**src/rtl/msfsm_pkg.sv**
```systemverilog
// Shared constants and helpers for the MSFSM choice-place arbiter.
// Width helpers and parameter legality checks.
package msfsm_pkg;

  function automatic int clog2w(input int n);
    return (n <= 2) ? 1 : $clog2(n);
  endfunction

  function automatic bit init_marked_ok(input int v);
    return (v == 0) || (v == 1);
  endfunction

  localparam int N_REQ_DEF = 4;
  localparam int RR_PTR_W = clog2w(N_REQ_DEF);
  localparam bit INIT_OK_DEF = init_marked_ok(1);

endpackage

```
**src/rtl/msfsm_rr_picker.sv**
```systemverilog
// Round-robin one-hot picker for the choice place.
// Rotate req by ptr, isolate lowest set bit, rotate back.
module msfsm_rr_picker
  import msfsm_pkg::*;
#(
  parameter int N_REQ = 4,
  parameter int W     = clog2w(N_REQ)
) (
  input  logic [N_REQ-1:0] req,
  input  logic [W-1:0]     rr_ptr,
  output logic [N_REQ-1:0] grant
);

  logic [N_REQ-1:0] rot;
  logic [N_REQ-1:0] low;

  // Priority search starting at rr_ptr, wrapping modulo N_REQ.
  always_comb begin
    rot   = N_REQ'({req, req} >> rr_ptr);
    low   = rot & (~rot + N_REQ'(1));
    grant = N_REQ'(({low, low} << rr_ptr) >> N_REQ);
  end

endmodule

```
**src/rtl/msfsm_choice_arbiter.sv**
```systemverilog
// Token holder and round-robin arbiter for one free-choice place.
// Grant is Mealy on req; produced tokens are grantable next cycle.
module msfsm_choice_arbiter
  import msfsm_pkg::*;
#(
  parameter int N_REQ       = 4,
  parameter int N_PROD      = 2,
  parameter int INIT_MARKED = 1
) (
  input  logic              clk,
  input  logic              reset,
  input  logic [N_PROD-1:0] prod_ev,
  input  logic [N_REQ-1:0]  req,
  output logic [N_REQ-1:0]  grant,
  output logic              marked,
  output logic [N_REQ-1:0]  last_grant,
  output logic              safe_err
);

  localparam int W = clog2w(N_REQ);
  localparam bit INIT_LEGAL = init_marked_ok(INIT_MARKED);
  localparam logic INIT_BIT = INIT_MARKED[0];

  if (!INIT_LEGAL) begin : g_bad_init
    $error("INIT_MARKED must be 0 or 1");
  end

  logic [W-1:0]     rr_ptr;
  logic [W-1:0]     ptr_nxt;
  logic [W-1:0]     gidx;
  logic [N_REQ-1:0] pick;
  logic             cons;
  logic             prod;
  logic             multi;
  logic             marked_nxt;
  logic             err_nxt;

  msfsm_rr_picker #(
    .N_REQ (N_REQ),
    .W     (W)
  ) u_pick (
    .req    (req),
    .rr_ptr (rr_ptr),
    .grant  (pick)
  );

  // Gate the pick with token presence and reset.
  always_comb begin
    grant = '0;
    if (!reset && marked) grant = pick;
  end

  // Next marking, pointer and error flag.
  always_comb begin
    cons  = |grant;
    prod  = |prod_ev;
    multi = |(prod_ev & (prod_ev - N_PROD'(1)));
    gidx  = '0;
    for (int i = 0; i < N_REQ; i++) begin
      if (grant[i]) gidx = W'(i);
    end
    ptr_nxt = rr_ptr;
    if (cons) begin
      if (gidx == W'(N_REQ - 1)) ptr_nxt = '0;
      else ptr_nxt = gidx + W'(1);
    end
    marked_nxt = marked;
    if (prod) marked_nxt = 1'b1;
    else if (cons) marked_nxt = 1'b0;
    err_nxt = safe_err;
    if (multi) err_nxt = 1'b1;
    if (marked && !cons && prod) err_nxt = 1'b1;
  end

  // State registers with synchronous reset.
  always_ff @(posedge clk) begin
    if (reset) begin
      marked     <= INIT_BIT;
      rr_ptr     <= '0;
      last_grant <= '0;
      safe_err   <= 1'b0;
    end else begin
      marked     <= marked_nxt;
      rr_ptr     <= ptr_nxt;
      last_grant <= grant;
      safe_err   <= err_nxt;
    end
  end

endmodule

```
**config.mk**
```make
export PLATFORM = sky130hd
export DESIGN_NAME = msfsm_choice_arbiter
export DESIGN_NICKNAME = d
export VERILOG_FILES = /design/src/rtl/msfsm_pkg.sv /design/src/rtl/msfsm_rr_picker.sv /design/src/rtl/msfsm_choice_arbiter.sv
export SDC_FILE = /design/constraint.sdc
export NUM_CORES = 1
export LEC_CHECK = 0
export ABC_AREA = 0
export CAP_MARGIN = 10
export CORE_UTILIZATION = 24
export CTS_CLUSTER_SIZE = 20
export DETAILED_ROUTE_END_ITERATION = 10
export PLACE_DENSITY = 0.57
export SETUP_SLACK_MARGIN = 0.1
export SLEW_MARGIN = 15
export SYNTH_ARGS = -nofsm -noshare
export SYNTH_HDL_FRONTEND = slang
export SYNTH_SLANG_ARGS = --single-unit
```
**constraint.sdc**
```tcl
create_clock -name clk -period 1.2 [get_ports clk]
set_clock_uncertainty 0.15 [all_clocks]
set_input_delay 0.18 -clock clk [delete_from_list [all_inputs] [get_ports clk]]
set_output_delay 0.18 -clock clk [all_outputs]
set_load 0.03 [all_outputs]
```
### Word-level counts from Yosys, hierarchy flattened

Cells that the tools add are included.
W data, S select, Z words.

| cells by class | value |
|---|---|
| reduce and logical (&&, ||, !) cells | 10 |
| bitwise gates (word level) | 3 |
| mux-type cells | 7 |
| add/subtract/negate cells | 3 |
| equality and inequality tests | 1 |
| shifts and indexed selects | 2 |

Operator list:

| operator | number |
|---|---|
| $shl A8 B2 Y8 | 1 |
| $shr A8 B2 Y4 | 1 |
| $mux W2 | 3 |
| $add A4 B1 Y4 const B | 1 |
| $and A4 B4 Y4 | 1 |
| $mux W4 | 1 |
| $not A4 Y4 | 1 |
| $reduce_or A2 Y1 | 2 |
| $reduce_or A4 Y1 | 1 |
| $logic_and A1 B1 Y1 | 3 |
| $mux W1 | 3 |
| $reduce_or A3 Y1 | 1 |
| $add A2 B1 Y2 const B | 1 |
| $and A2 B2 Y2 | 1 |
| $eq A2 B2 Y1 const B | 1 |
| $logic_not A1 Y1 | 2 |
| $reduce_bool A2 Y1 | 1 |
| $sub A2 B1 Y2 const B | 1 |

| word-level totals | value |
|---|---|
| logic and storage cells | 30 |
| register bits | 8 |

### Logic depth before layout (Yosys ltp)

Gate-level depths: netlist of run 1.

| depth | value |
|---|---|
| word-level depth | 11 |
| gate-level depth with buffers | 5 |
| mapped depth without buffers | 4 |

### Cells and area by module

A second synthesis of run 1 with hierarchy kept.

| unflattened totals | value |
|---|---|
| cell total of the unflattened synthesis | 50 |
| area, all modules | 411.6 um^2 |

Modules (own cells, without submodules):

| module | area an instance (um^2) | times used | cells an instance |
|---|---|---|---|
| msfsm_choice_arbiter | 309.0 | 1 | 32 |
| msfsm_rr_picker | 102.6 | 1 | 18 |

### Least setup slack after synthesis of run 1

No wires, ideal clock.

| timing path | value |
|---|---|
| kind | register -> register |
| from | register marked |
| to | register rr_ptr[0] |
| cell stages (with the launch flop) | 6 |
| setup time | 0.063 ns |
| slack | -0.739 ns |
| clock period less this slack | 1.939 ns |
| data required time | 0.987 ns |
| buffers on the path | 1 |
| arrival time | 1.726 ns |
| cell sequence | dfxtp_1 -> nor2b_1 -> clkbuf_1 -> nand3b_1 -> o21ai_1 -> a311o_1 |

| between the ends | value |
|---|---|
| elaborated cells on any way between the ends | 9 |
| classes of those cells | add/sub (1); eq/ne (1); mux (5); reduce/logical (2) |

RTL lines:

| what | line | text |
|---|---|---|
| start, declared | msfsm_choice_arbiter.sv:15 | `output logic marked,` |
| start signal, assigned | msfsm_choice_arbiter.sv:83 | `marked <= marked_nxt;` |
| $logic_and A1 B1 Y1 * | msfsm_choice_arbiter.sv:50 | `if (!reset && marked) grant = pick;` |
| $mux W4 * | msfsm_choice_arbiter.sv:50 |  |
| named net grant[2] | msfsm_choice_arbiter.sv:14 | `output logic [N_REQ-1:0] grant,` |
| $mux W2 (2 in series) | msfsm_choice_arbiter.sv:60 | `if (grant[i]) gidx = W'(i);` |
| $add A2 B1 Y2 or $eq A2 B2 Y1 (tied branches) | msfsm_choice_arbiter.sv:65, msfsm_choice_arbiter.sv:64 |  |
| $mux W2 | msfsm_choice_arbiter.sv:64 | `if (gidx == W'(N_REQ - 1)) ptr_nxt = '0;` |
| end signal, assigned | msfsm_choice_arbiter.sv:84 | `rr_ptr <= ptr_nxt;` |
| end, declared | msfsm_choice_arbiter.sv:28 | `logic [W-1:0] rr_ptr;` |

The timed path passes the listed nets; every way through them passes the cells marked *.
A chain may end at the register's enable or synchronous reset.

### Worst setup path in the final report of run 1

| timing path | value |
|---|---|
| from | input reset |
| to | output grant[2] |

| between the ends | value |
|---|---|
| longest elaborated chain between the ends | 3 |

Ends and longest elaborated chain:

| what | line | text |
|---|---|---|
| start, declared | msfsm_choice_arbiter.sv:11 | `input logic reset,` |
| $logic_not A1 Y1 | msfsm_choice_arbiter.sv:50 |  |
| $logic_and A1 B1 Y1 | msfsm_choice_arbiter.sv:50 |  |
| $mux W4 | msfsm_choice_arbiter.sv:50 |  |
| end, declared | msfsm_choice_arbiter.sv:14 |  |

No other way between the ends.

==> flow_summary.rst, run 1 <==
.. list-table::
   :header-rows: 1

   * - Metric
     - Value
   * - Result of the run
     - finished, violations left
   * - Violated checks
     - setup timing
   * - Cell count after synthesis
     - 48
   * - First element of the critical path
     - reset
   * - Last weighted congestion value of the routability-driven placer
     - 0.750
   * - Register bit total from synthesis
     - 8
   * - Final instance area
     - 926 um^2
   * - Overall power consumption
     - 1.01 mW
   * - Area inside the core boundary
     - 1730 um^2
   * - Peak supply drop
     - 0.512 mV
   * - Cells taking the most area after synthesis
     - sky130_fd_sc_hd__dfxtp_1 36%, sky130_fd_sc_hd__o2111a_1 10%, sky130_fd_sc_hd__o21ai_0 4.5%
   * - Number of antenna violations at the first check in global routing
     - 0
   * - Tightest Pin Transition
     - 0.349 ns
   * - Critical path required time
     - 0.87 ns
   * - Share of Yosys cell area claimed by the top area cell type
     - 36.4%
   * - Static leakage
     - 0.399 nW
   * - Metal1 wirelength
     - 608 um
   * - Final routed wire length divided by cell count
     - 12.7 um
   * - Yosys synthesis warning count
     - 0
   * - Final worst setup slack
     - -0.427 ns
   * - Grt total ovfl
     - 0
   * - Kind of start point of the critical path
     - primary input
   * - Root Buffer
     - sky130_fd_sc_hd__clkbuf_4
   * - Slew Viols, Final
     - 0
   * - Largest fanout of any net on the critical path
     - 5
   * - Highest routed layer
     - met4
   * - Unrepaired setup endpoints after global routing
     - true
   * - Detail Route Antenna Nets
     - 0
   * - Synth area leader
     - sky130_fd_sc_hd__dfxtp_1
   * - Met2 routed wirelength
     - 726 um
   * - Count of buffers inserted at the top-level ports
     - 17
   * - Max-Slew Margin vs Limit
     - 76.5%
   * - Average size of a mapped cell
     - 9.18 um^2
   * - Area taken by multi-input logic gates
     - 322 um^2
   * - Number of vias per cell after detailed routing
     - 4.87
   * - Final critical-path share of the clock period
     - 136%
   * - Row count
     - 15
   * - Peak clock frequency supported by timing
     - 615 MHz
   * - Stage delay of the slowest cell on the critical path
     - 0.42 ns
   * - Initial standard-cell utilization of the core
     - 25.5%
   * - Syn_nets
     - 56
   * - Drt pass-1 iters
     - 4
   * - Worst-skew pair later-pin latency
     - 0.25 ns
   * - Number of clock buffers inserted by TritonCTS
     - 3
   * - First-pass GRT wire length
     - 2110 um
   * - Startpoint of the worst-slack reg-to-reg timing path
     - marked
   * - Sequential Area
     - 170 um^2
   * - Final WL
     - 1450 um
   * - Die Wd
     - 44.8 um
   * - Num ports
     - 18
   * - Share of cells above drive strength 1
     - 67.4%
   * - Clock tree from TritonCTS
     - yes
   * - Number of buffers inserted for hold repair after clock tree synthesis
     - 0
   * - Min-delay worst type
     - in -> reg
   * - Sink count of the clock tree
     - 8
   * - Vias in the first global route
     - 478
   * - Antenna diode count
     - 0
   * - Minimum period implied by the final worst setup slack
     - 1.63 ns
   * - CTS Buffer Depth
     - 2
   * - First DRT Iteration DRCs
     - 11
   * - Largest net degree at the start of global routing
     - 7
   * - Hold violation count in the final report
     - 0
   * - H-tree lvl count
     - 1
   * - Max_cap viols
     - 0
   * - Arrival time at the worst endpoint
     - 1.30 ns
   * - DRC viols
     - 0
   * - Chain of cells forming the critical path
     - clkdlybuf4s50_1 > nor2b_1 > buf_4 > nand3b_1 > o21ai_4 > buf_6
   * - Filler cells
     - 169
   * - Post-placement cell area
     - 793 um^2
   * - DR vias
     - 555
   * - Routed length on met3
     - 54 um
   * - Number of unique standard cell types used by synthesis
     - 27
   * - Highest-delay cell along the critical path
     - sky130_fd_sc_hd__clkdlybuf4s50_1
   * - Final setup violation count
     - 9
   * - DIE HEIGHT
     - 44.8 um
   * - Die area
     - 2010 um^2
   * - Worst Setup Path Type
     - in -> out
   * - Final net count
     - 98
   * - Global-route usage over all layers
     - 14.9%
   * - Reg clk slew, reported paths
     - 0.06 ns
   * - Type of destination of the critical path
     - output pin
   * - Relative area change from synthesis to final layout
     - 110%
   * - Area of the mapped netlist
     - 440 um^2
   * - Startpoint of the tightest hold check path
     - req[1]
   * - Post-detail-place hpwl
     - 974 um
   * - Share of synthesized area occupied by flip-flops and latches
     - 36.4%
   * - Power Dens Cells
     - 1090 nW/um^2
==> routing by layer <==
metal | vias to the layer above | track usage, %
li1 | 271 | -
met1 | 261 | 19.3
met2 | 17 | 22.4
met3 | 6 | 6.00
met4 | 0 | 5.45
met5 | - | 0
==> final timing paths <==
| check | to | slack (ns) | cells past startpoint |
|---|---|---|---|
| hold reg to reg | rr_ptr[0] | 0.42 | 1 |
| setup reg to reg | rr_ptr[0] | -0.34 | 6 |
| setup / recovery | grant[2] | -0.43 | 6 |
| hold / removal | last_grant[3] | 0.29 | 3 |
==> repair_timing <==
action	CTS	global route
endpoints found under the setup margin	14	14
gates resized for setup	25	7
pin swaps	7	2
gates cloned	0	0
setup buffers	1	5
==> kinds of logic (layout without fill, tap and decap cells) <==
| group | Yosys count | in the layout | share of synthesized area (%) |
|---|---|---|---|
| flip-flops | 8 | 8 | 36.4 |
| buffers and inverters | 7 | 48 | 7.95 |
| AO/OA/AOI/OAI | 22 | 22 | 38.4 |
| AND/OR/NAND/NOR | 11 | 11 | 17.3 |
==> placed cells by master, fill, tap and decap left out, types with 2 or more instances in the layout <==
master	Yosys	layout
sky130_fd_sc_hd__nor2_1	2	2
sky130_fd_sc_hd__a21oi_2	1	3
sky130_fd_sc_hd__dfxtp_2	0	2
sky130_fd_sc_hd__buf_4	2	24
sky130_fd_sc_hd__clkdlybuf4s15_2	0	3
sky130_fd_sc_hd__and3b_2	1	2
sky130_fd_sc_hd__o2111a_2	0	2
sky130_fd_sc_hd__o21ai_1	1	2
sky130_fd_sc_hd__buf_6	0	10
sky130_fd_sc_hd__clkbuf_4	0	3
sky130_fd_sc_hd__o2111a_1	4	2
sky130_fd_sc_hd__dfxtp_1	8	4
sky130_fd_sc_hd__clkdlybuf4s50_1	0	3
sky130_fd_sc_hd__dfxtp_4	0	2
sky130_fd_sc_hd__inv_1	3	3
==> per-stage QoR <==
step	hold slack [ns]	worst slack [ns]	cells	TNS (ns)	util (%)
2_1_floorplan	0.103	-0.308	48	-1.10	-
3_3_place_gp	0.414	-0.632	105	-6.19	45.9
3_5_place_dp	0.418	-0.613	105	-6.06	45.9
4_1_cts	0.274	-0.437	110	-2.14	50.5
5_1_grt	0.283	-0.490	114	-2.67	53.6
6_report	0.285	-0.427	114	-2.24	53.6
==> area by class of cell <==
| type | instances | area share (%) |
|---|---|---|
| Clock buffer | 4 | 2.84 |
| Tap cell | 25 | 3.38 |
| Timing Repair Buffer | 41 | 39.5 |
| Sequential cell | 8 | 18.4 |
| Multi-Input combinational cell | 33 | 34.7 |
| Inverter | 3 | 1.22 |
==> synthesized netlist by cell type (all sizes together) <==
library cell and number:
o22ai 1, nor3 2, nand2b 1, and3b 2, nor4 1, a2111o 1, o2111a 4, o211ai 1
nor2b 2, a211oi 1, nor2 2, a311o 1, buf 2, o21ai 5, a22o 1, o31ai 2
inv 3, a21oi 4, a221oi 1, dfxtp 8, clkbuf 2, nand3b 1
==> registers in the layout, summed over array words and instances (netlist names) <==
signal / count
last_grant: 4
rr_ptr: 2
safe_err: 1
marked: 1
==> report_power, final <==
part	switching (mW)	internal [mW]	total [mW]
clock	0.102	0.128	0.230
combinational	0.217	0.237	0.454
sequential	0.0286	0.299	0.328
==> worst max-delay path: cells and delay by family <==
family	cells	cell delay, ns
AO/OA/AOI/OAI	1	0.17
buffers and inverters	3	0.71
AND/OR/NAND/NOR	2	0.25
Note: power is estimated with default switching activity, not from simulation.
==> run 2, diff against run 1 <==
--- a/config.mk
+++ b/config.mk
@@ -6,7 +6,8 @@
 export NUM_CORES = 1
 export LEC_CHECK = 0
 export ABC_AREA = 0
-export CAP_MARGIN = 10
+export CAP_MARGIN = 20
+export CORE_MARGIN = 2
 export CORE_UTILIZATION = 24
 export CTS_CLUSTER_SIZE = 20
 export DETAILED_ROUTE_END_ITERATION = 10
==> run 2 against run 1 <==
The flow still finishes with violations (setup timing). Non-clock buffer count is 4 higher. Global-route usage is 0.33 points higher. Register-to-register slack hardly changed. Clock power hardly changed. Sequential power is 2% lower. Critical endpoint unchanged. Largest cell class unchanged. Highest routed layer is now met3.
==> flow_summary.rst, run 2 (synthesis gave the netlist of run 1 again) <==
.. list-table::
   :header-rows: 1

   * - Metric
     - Value
   * - Root Buffer
     - sky130_fd_sc_hd__clkbuf_4
   * - Final routed wire length divided by cell count
     - 12.4 um (-2.7%)
   * - Vias in the first global route
     - 519 (+8.6%)
   * - Type of destination of the critical path
     - output pin
   * - Final critical-path share of the clock period
     - 139% (+3.5 points)
   * - Non-filler instance count after layout
     - 118 (+3.5%)
   * - Chain of cells forming the critical path
     - buf_6 > nor2b_4 > o211ai_1 > buf_4 > o21ai_4 > buf_6
   * - Sink count of the clock tree
     - 8 (unchanged)
   * - Die area
     - 2190 um^2 (+9.1%)
   * - Largest fanout of any net on the critical path
     - 3 (-2)
   * - Final net count
     - 102 (+4.1%)
   * - Max-Slew Margin vs Limit
     - 79.0% (+2.5 points)
   * - Worst Reg-to-Reg Cells
     - 7 (+1)
   * - Number of clock buffers inserted by TritonCTS
     - 3 (unchanged)
   * - Final instance area
     - 963 um^2 (+4.1%)
   * - CTS Buffer Depth
     - 2 (unchanged)
   * - Num ports
     - 18 (unchanged)
   * - Worst-skew pair later-pin latency
     - 0.26 ns (about the same)
   * - Commonest cells after routing, fill and taps aside
     - 23 x sky130_fd_sc_hd__buf_4, 15 x sky130_fd_sc_hd__buf_6, 4 x sky130_fd_sc_hd__o21ai_0, 4 x sky130_fd_sc_hd__dfxtp_1
   * - Drt pass-1 iters
     - 2 (-2)
   * - Relative area change from synthesis to final layout
     - 119%
   * - Top cell by count, worst path
     - sky130_fd_sc_hd__buf_6
   * - Post-placement cell area
     - 823 um^2 (+3.8%)
   * - Max reg flops
     - 4 (unchanged)
   * - Last weighted congestion value of the routability-driven placer
     - 0.803 (+7.1%)
   * - Top cell family by delay on the critical path
     - buffers and inverters
   * - Row count
     - 15 (unchanged)
   * - Most common cell after layout, fill and taps aside
     - sky130_fd_sc_hd__buf_4
   * - Min-delay worst type
     - in -> reg
   * - DR vias
     - 554 (-0.18%)
   * - Stage delay of the slowest cell on the critical path
     - 0.34 ns (-0.08 ns)
   * - Register bank with the most flops
     - last_grant
   * - Count of buffers inserted at the top-level ports
     - 17 (unchanged)
   * - Final WL
     - 1460 um (+0.69%)
   * - Grt total ovfl
     - 0 (unchanged)
   * - Largest registers ranked by flip-flop count
     - last_grant (4), rr_ptr (2)
   * - Sequential Area
     - 168 um^2 (-1.5%)
   * - Static leakage
     - 0.440 nW (+10%)
   * - Highest-delay cell along the critical path
     - sky130_fd_sc_hd__dfxtp_2
   * - Arrival time at the worst endpoint
     - 1.34 ns (+0.04 ns)
   * - Final worst setup slack
     - -0.469 ns (-0.0417 ns)
   * - Peak supply drop
     - 0.632 mV (+23%)
   * - Reg clk slew, reported paths
     - 0.06 ns (about the same)
   * - H-tree lvl count
     - 1 (unchanged)
   * - Number of antenna violations at the first check in global routing
     - 0 (unchanged)
   * - Hold Slack
     - 0.149 ns (-0.136 ns)
   * - Critical path required time
     - 0.87 ns (about the same)
   * - Area inside the core boundary
     - 1730 um^2 (unchanged)
   * - Peak clock frequency supported by timing
     - 599 MHz (-2.5%)
   * - Global-route usage over all layers
     - 15.3% (+0.33 points)
   * - Worst Setup Path Type
     - reg -> out
   * - Hold violation count in the final report
     - 0 (unchanged)
   * - Clock tree from TritonCTS
     - yes
   * - First-pass GRT wire length
     - 2320 um (+9.8%)
   * - Number of instances in the placed design
     - 109 (+3.8%)
   * - Share of cells above drive strength 1
     - 69.9% (+2.5 points)
   * - Number of vias per cell after detailed routing
     - 4.69 (-3.6%)
   * - Kind of start point of the critical path
     - register
   * - Number of buffer and inverter instances along the worst setup path
     - 3 (unchanged)
   * - Area taken by multi-input logic gates
     - 327 um^2 (+1.6%)
   * - Crit. path cell count
     - 6 (unchanged)
   * - Unrepaired setup endpoints after global routing
     - true
   * - Minimum period implied by the final worst setup slack
     - 1.67 ns (+0.0417 ns)
   * - Violated checks
     - setup timing
   * - Die Wd
     - 46.8 um (+4.5%)
   * - Detail Route Antenna Nets
     - 0 (unchanged)
   * - Slew Viols, Final
     - 0 (unchanged)
   * - Hold Path Cell Cnt
     - 3 (unchanged)
   * - DRC viols
     - 0 (unchanged)
   * - Filler cells
     - 148 (-12%)
   * - Power Dens Cells
     - 1070 nW/um^2 (-1.6%)
   * - Tightest Pin Transition
     - 0.313 ns (-0.0365 ns)
   * - Antenna diode count
     - 0 (unchanged)
   * - Post-detail-place hpwl
     - 1040 um (+6.9%)
   * - DIE HEIGHT
     - 46.8 um (+4.5%)
   * - Final standard cell utilization of the core
     - 55.8% (+2.2 points)
   * - Largest net degree at the start of global routing
     - 8 (+1)
   * - Result of the run
     - finished, violations left
   * - Initial standard-cell utilization of the core
     - 25.5% (unchanged)
   * - First DRT Iteration DRCs
     - 6 (-5)
   * - Final setup violation count
     - 7 (-2)
   * - Max_cap viols
     - 0 (unchanged)
   * - Post-Place Setup Slack
     - -0.654 ns (-0.0408 ns)
-- run 2: power by group --
part           internal (mW)  leakage, nW  switching [mW]  total (mW)
Sequential             0.297       0.0668          0.0226       0.320
Combinational          0.261        0.358           0.228       0.489
Clock                  0.128       0.0150          0.0989       0.227
Total                  0.686        0.440           0.350        1.04
-- run 2: final timing paths --
kind / start / to / slack [ns]
max: rr_ptr[0] / grant[2] / -0.47
min: reset / rr_ptr[1] / 0.15
max reg2reg: marked / rr_ptr[0] / -0.33
min reg2reg: marked / marked / 0.46
-- run 2: repair_timing --
item | 4_1_cts | 5_1_grt
resized for setup | 30 | 10
pin swaps | 6 | 3
setup buffers | 3 | 3
hold buffers | 0 | 0
endpoints found under the setup margin | 14 | 13
-- run 2: worst reg2reg max path: stages, from the launching register on --
cell and delay (ns):
sky130_fd_sc_hd__dfxtp_4 0.34, sky130_fd_sc_hd__nor2b_4 0.12, sky130_fd_sc_hd__buf_6 0.13, sky130_fd_sc_hd__o211ai_1 0.10, sky130_fd_sc_hd__buf_4 0.15, sky130_fd_sc_hd__o21ai_4 0.05, sky130_fd_sc_hd__buf_4 0.12, sky130_fd_sc_hd__a311o_1 0.25
-- run 2: through the flow --
stage	setup TNS, ns	power [mW]
2_1_floorplan	-1.10	0.548
3_3_place_gp	-5.90	0.737
3_5_place_dp	-5.97	0.740
4_1_cts	-2.33	1.01
5_1_grt	-2.74	1.10
6_report	-2.32	1.04
-- run 2: final cells by class --
cell class                      instances  area share [%]
Multi-Input combinational cell         33            33.9
Inverter                                3            1.17
Clock buffer                            4            2.73
Sequential cell                         8            17.4
Tap cell                               25            3.25
Timing Repair Buffer                   45            41.6
-- run 2: metal layers --
metal / vias to the layer above / GRT usage (%) / routed length [um]
li1: 277 / - / -
met1: 264 / 18.2 / 608
met2: 13 / 24.1 / 778
met3: 0 / 7.31 / 73
met4: 0 / 5.00 / 0
met5: - / 0 / 0
==> run 3, diff against run 2 <==
--- a/config.mk
+++ b/config.mk
@@ -5,13 +5,12 @@
 export SDC_FILE = /design/constraint.sdc
 export NUM_CORES = 1
 export LEC_CHECK = 0
-export ABC_AREA = 0
+export ABC_AREA = 1
 export CAP_MARGIN = 20
 export CORE_MARGIN = 2
 export CORE_UTILIZATION = 24
-export CTS_CLUSTER_SIZE = 20
 export DETAILED_ROUTE_END_ITERATION = 10
-export PLACE_DENSITY = 0.57
+export PLACE_DENSITY = 0.52
 export SETUP_SLACK_MARGIN = 0.1
 export SLEW_MARGIN = 15
 export SYNTH_ARGS = -nofsm -noshare
==> run 3 against run 2 <==
The run still ends with setup timing left. Sequential share of layout area is 2.4 points lower. Register-to-register slack lost 0.34 ns. Via count is 23% higher. Worst setup slack lost 0.25 ns. Critical path type unchanged.
==> flow_summary.rst, run 3 <==
.. list-table::
   :header-rows: 1

   * - Metric
     - Value
   * - Worst Setup Path Type
     - reg -> out
   * - Minimum period implied by the final worst setup slack
     - 1.92 ns (+0.254 ns)
   * - Number of clock buffers inserted by TritonCTS
     - 3 (unchanged)
   * - Synth area leader
     - sky130_fd_sc_hd__dfxtp_1
   * - Final instance area
     - 1140 um^2 (+18%)
   * - Register bit total from synthesis
     - 8 (unchanged)
   * - Global-route usage over all layers
     - 11.5% (-3.8 points)
   * - Number of vias per cell after detailed routing
     - 4.41 (-6.1%)
   * - Worst Reg-to-Reg Cells
     - 15 (+8)
   * - DRC viols
     - 0 (unchanged)
   * - Stage delay of the slowest cell on the critical path
     - 0.38 ns (+0.04 ns)
   * - Number of instances in the placed design
     - 146 (+34%)
   * - Max_cap viols
     - 0 (unchanged)
   * - Most common cell after layout, fill and taps aside
     - sky130_fd_sc_hd__buf_4
   * - Final routed wire length divided by cell count
     - 10.1 um (-19%)
   * - Violated checks
     - setup timing
   * - CTS Buffer Depth
     - 2 (unchanged)
   * - Share of Yosys cell area claimed by the top area cell type
     - 24.2% (-12 points)
   * - Slew Viols, Final
     - 0 (unchanged)
   * - Top cell by count, worst path
     - sky130_fd_sc_hd__nand2_2
   * - Cell count after synthesis
     - 91 (+90%)
   * - GRT met2 Usage
     - 19.4% (-4.7 points)
   * - Register bank with the most flops
     - last_grant
   * - Post-placement cell area
     - 935 um^2 (+14%)
   * - Detail Route Antenna Nets
     - 0 (unchanged)
   * - Arrival time at the worst endpoint
     - 1.59 ns (+0.25 ns)
   * - Count of buffers inserted at the top-level ports
     - 17 (unchanged)
   * - H-tree lvl count
     - 1 (unchanged)
   * - Non-filler instance count after layout
     - 154 (+31%)
   * - Num ports
     - 18 (unchanged)
   * - Max-Slew Margin vs Limit
     - 65.9% (-13 points)
   * - Max reg flops
     - 4 (unchanged)
   * - First DRT Iteration DRCs
     - 6 (unchanged)
   * - Final critical-path share of the clock period
     - 160% (+21 points)
   * - Clock tree from TritonCTS
     - yes
   * - Type of destination of the critical path
     - output pin
   * - Final WL
     - 1550 um (+6.3%)
   * - Final net count
     - 133 (+30%)
   * - Syn_nets
     - 99 (+77%)
   * - Area of the mapped netlist
     - 661 um^2 (+50%)
   * - Die Wd
     - 56.5 um (+21%)
   * - Peak supply drop
     - 1.16 mV (+83%)
   * - Kind of start point of the critical path
     - register
   * - Highest-delay cell along the critical path
     - sky130_fd_sc_hd__dfxtp_4
   * - Largest net degree at the start of global routing
     - 7 (-1)
   * - Final setup violation count
     - 12 (+5)
   * - First element of the critical path
     - rr_ptr[0]
   * - Static leakage
     - 0.591 nW (+34%)
   * - Area inside the core boundary
     - 2690 um^2 (+56%)
   * - R2r endpoint
     - marked
   * - Startpoint of the worst-slack reg-to-reg timing path
     - rr_ptr[0]
   * - Critical path required time
     - 0.87 ns (about the same)
   * - Drt pass-1 iters
     - 2 (unchanged)
   * - Row count
     - 19 (+4)
   * - R2r setup slk
     - -0.67 ns (-0.34 ns)
   * - Most used standard cells in the synthesized netlist
     - 16 x sky130_fd_sc_hd__inv_1, 14 x sky130_fd_sc_hd__nand2_1, 13 x sky130_fd_sc_hd__nand3_1
   * - Share of synthesized area occupied by flip-flops and latches
     - 24.2% (-12 points)
   * - Initial standard-cell utilization of the core
     - 24.6% (-0.91 points)
   * - Last weighted congestion value of the routability-driven placer
     - 0.843 (+5.0%)
   * - Met1 usage in global routing
     - 13.4% (-4.8 points)
   * - Primary flip-flop cell chosen by synthesis mapping
     - sky130_fd_sc_hd__dfxtp_1
   * - Yosys synthesis warning count
     - 0 (unchanged)
   * - Number of unique standard cell types used by synthesis
     - 17 (-37%)
   * - Root Buffer
     - sky130_fd_sc_hd__clkbuf_4
   * - DIE HEIGHT
     - 56.5 um (+21%)
   * - Tightest Pin Transition
     - 0.510 ns (+0.197 ns)
   * - Die area
     - 3190 um^2 (+45%)
   * - Reg clk slew, reported paths
     - 0.06 ns (about the same)
   * - Sink count of the clock tree
     - 8 (unchanged)
   * - DR vias
     - 679 (+23%)
   * - Startpoint of the tightest hold check path
     - safe_err
   * - Unrepaired setup endpoints after global routing
     - true
   * - Largest registers ranked by flip-flop count
     - last_grant (4), rr_ptr (2)
   * - Asr flop ratio synth
     - 0% (unchanged)
   * - Post-Place Setup Slack
     - -0.873 ns (-0.220 ns)
   * - Hold violation count in the final report
     - 0 (unchanged)
   * - First-pass GRT wire length
     - 2880 um (+24%)
   * - Average size of a mapped cell
     - 7.26 um^2 (-21%)
   * - Busiest layer in global routing
     - met2
   * - Grt total ovfl
     - 0 (unchanged)
   * - Vias in the first global route
     - 692 (+33%)
   * - Most instantiated library cell after synthesis
     - sky130_fd_sc_hd__inv_1
   * - Post-detail-place hpwl
     - 1240 um (+19%)
   * - Final worst setup slack
     - -0.723 ns (-0.254 ns)
   * - Min-delay worst type
     - reg -> reg
   * - Number of antenna violations at the first check in global routing
     - 0 (unchanged)
   * - Cells taking the most area after synthesis
     - sky130_fd_sc_hd__dfxtp_1 24%, sky130_fd_sc_hd__nand3_2 17%, sky130_fd_sc_hd__nand2_2 10%
   * - Power Dens Cells
     - 2650 nW/um^2 (+150%)
   * - Worst-skew pair later-pin latency
     - 0.26 ns (about the same)
   * - Final standard cell utilization of the core
     - 42.3% (-14 points)
   * - Antenna diode count
     - 0 (unchanged)
   * - Critical path endpoint
     - grant[2]
   * - Share of cells above drive strength 1
     - 64.2% (-5.7 points)
   * - EDFF count, synth
     - 0 (unchanged)
   * - Largest fanout of any net on the critical path
     - 5 (+2)
   * - Result of the run
     - finished, violations left
   * - Commonest cells after routing, fill and taps aside
     - 12 x sky130_fd_sc_hd__buf_4, 11 x sky130_fd_sc_hd__nand3_2, 11 x sky130_fd_sc_hd__buf_6
   * - Relative area change from synthesis to final layout
     - 72.0%
   * - Chain of cells forming the critical path
     - buf_12 > nand2_4 > nand2_2 > nand2_1 > nand2_1 > nand2_2 > nor2_4 > nand2_2 > nand3_2 > nand3_4 > inv_2 > buf_6
   * - Number of buffers inserted for hold repair after clock tree synthesis
     - 0 (unchanged)
   * - Peak clock frequency supported by timing
     - 520 MHz (-13%)
   * - Global-route met3 utilization
     - 4.61% (-2.7 points)
-- run 3: cell types whose count changed after synthesis, moves of 4 or more --
cell	change
sky130_fd_sc_hd__nand3_2	+11
sky130_fd_sc_hd__nand2_1	+14
sky130_fd_sc_hd__o2111a_1	-4
sky130_fd_sc_hd__nand2_2	+11
sky130_fd_sc_hd__o21ai_0	-4
sky130_fd_sc_hd__nand3_1	+13
sky130_fd_sc_hd__inv_1	+13
-- run 3: layout make-up --
class | count | area (um^2)
clock buffer | 3 | 22.5
fill | 276 | 1550
inverter | 19 | 88.8
multi-input combinational | 62 | 515
sequential | 8 | 170
tap | 31 | 38.8
timing repair buffer | 31 | 300
-- run 3: what timing repair did --
item | 4_1_cts | 5_1_grt
endpoints found under the hold margin | 0 | 0
gates resized for setup | 32 | 10
setup buffers | 5 | 2
endpoints found under the setup margin | 13 | 15
pin swaps | 12 | 8
-- run 3: worst max-delay path: cells and delay by family, from the launching register on --
family	cells	cell delay (ns)
simple gates	9	0.64
buf+inv	3	0.33
flops	1	0.38
-- run 3: worst min-delay path by stage --
| stage | end | slack (ns) | cells after the start |
|---|---|---|---|
| after global routing | safe_err | 0.42 | 2 |
| final | safe_err | 0.38 | 2 |
| after CTS | safe_err | 0.39 | 2 |
| after global placement | safe_err | 0.37 | 2 |
| after floorplan | safe_err | 0.09 | 1 |
| after detailed placement | safe_err | 0.38 | 2 |
-- run 3: logic make-up after synthesis --
kind of cell	after synthesis	share of synthesized area, %
AOI/OAI and AO/OA	4	3.98
and+or+nand+nor	58	56.8
buffers and inverters	21	15.0
DFF	8	24.2
-- run 3: stage by stage --
step	setup TNS, ns	power, mW	hold WS, ns
after CTS	-7.06	3.00	0.392
after floorplan	-3.49	1.83	0.0924
after global routing	-8.19	3.26	0.418
final	-6.76	3.01	0.380
after detailed placement	-8.86	2.36	0.378
after global placement	-8.53	2.35	0.368
-- run 3: report_power, final --
part           leakage (nW)  internal (mW)  total [mW]  switching (mW)
sequential           0.0670          0.390       0.495           0.106
clock                0.0138          0.115       0.208          0.0937
combinational         0.510           1.00        2.31            1.31
total                 0.591           1.51        3.01            1.51
-- run 3: per-layer routing --
layer | share of wire [%] | wire [um]
met4 | 0.45 | 7
met2 | 54 | 839
met1 | 43 | 660
met3 | 2.8 | 44
met5 | 0 | 0
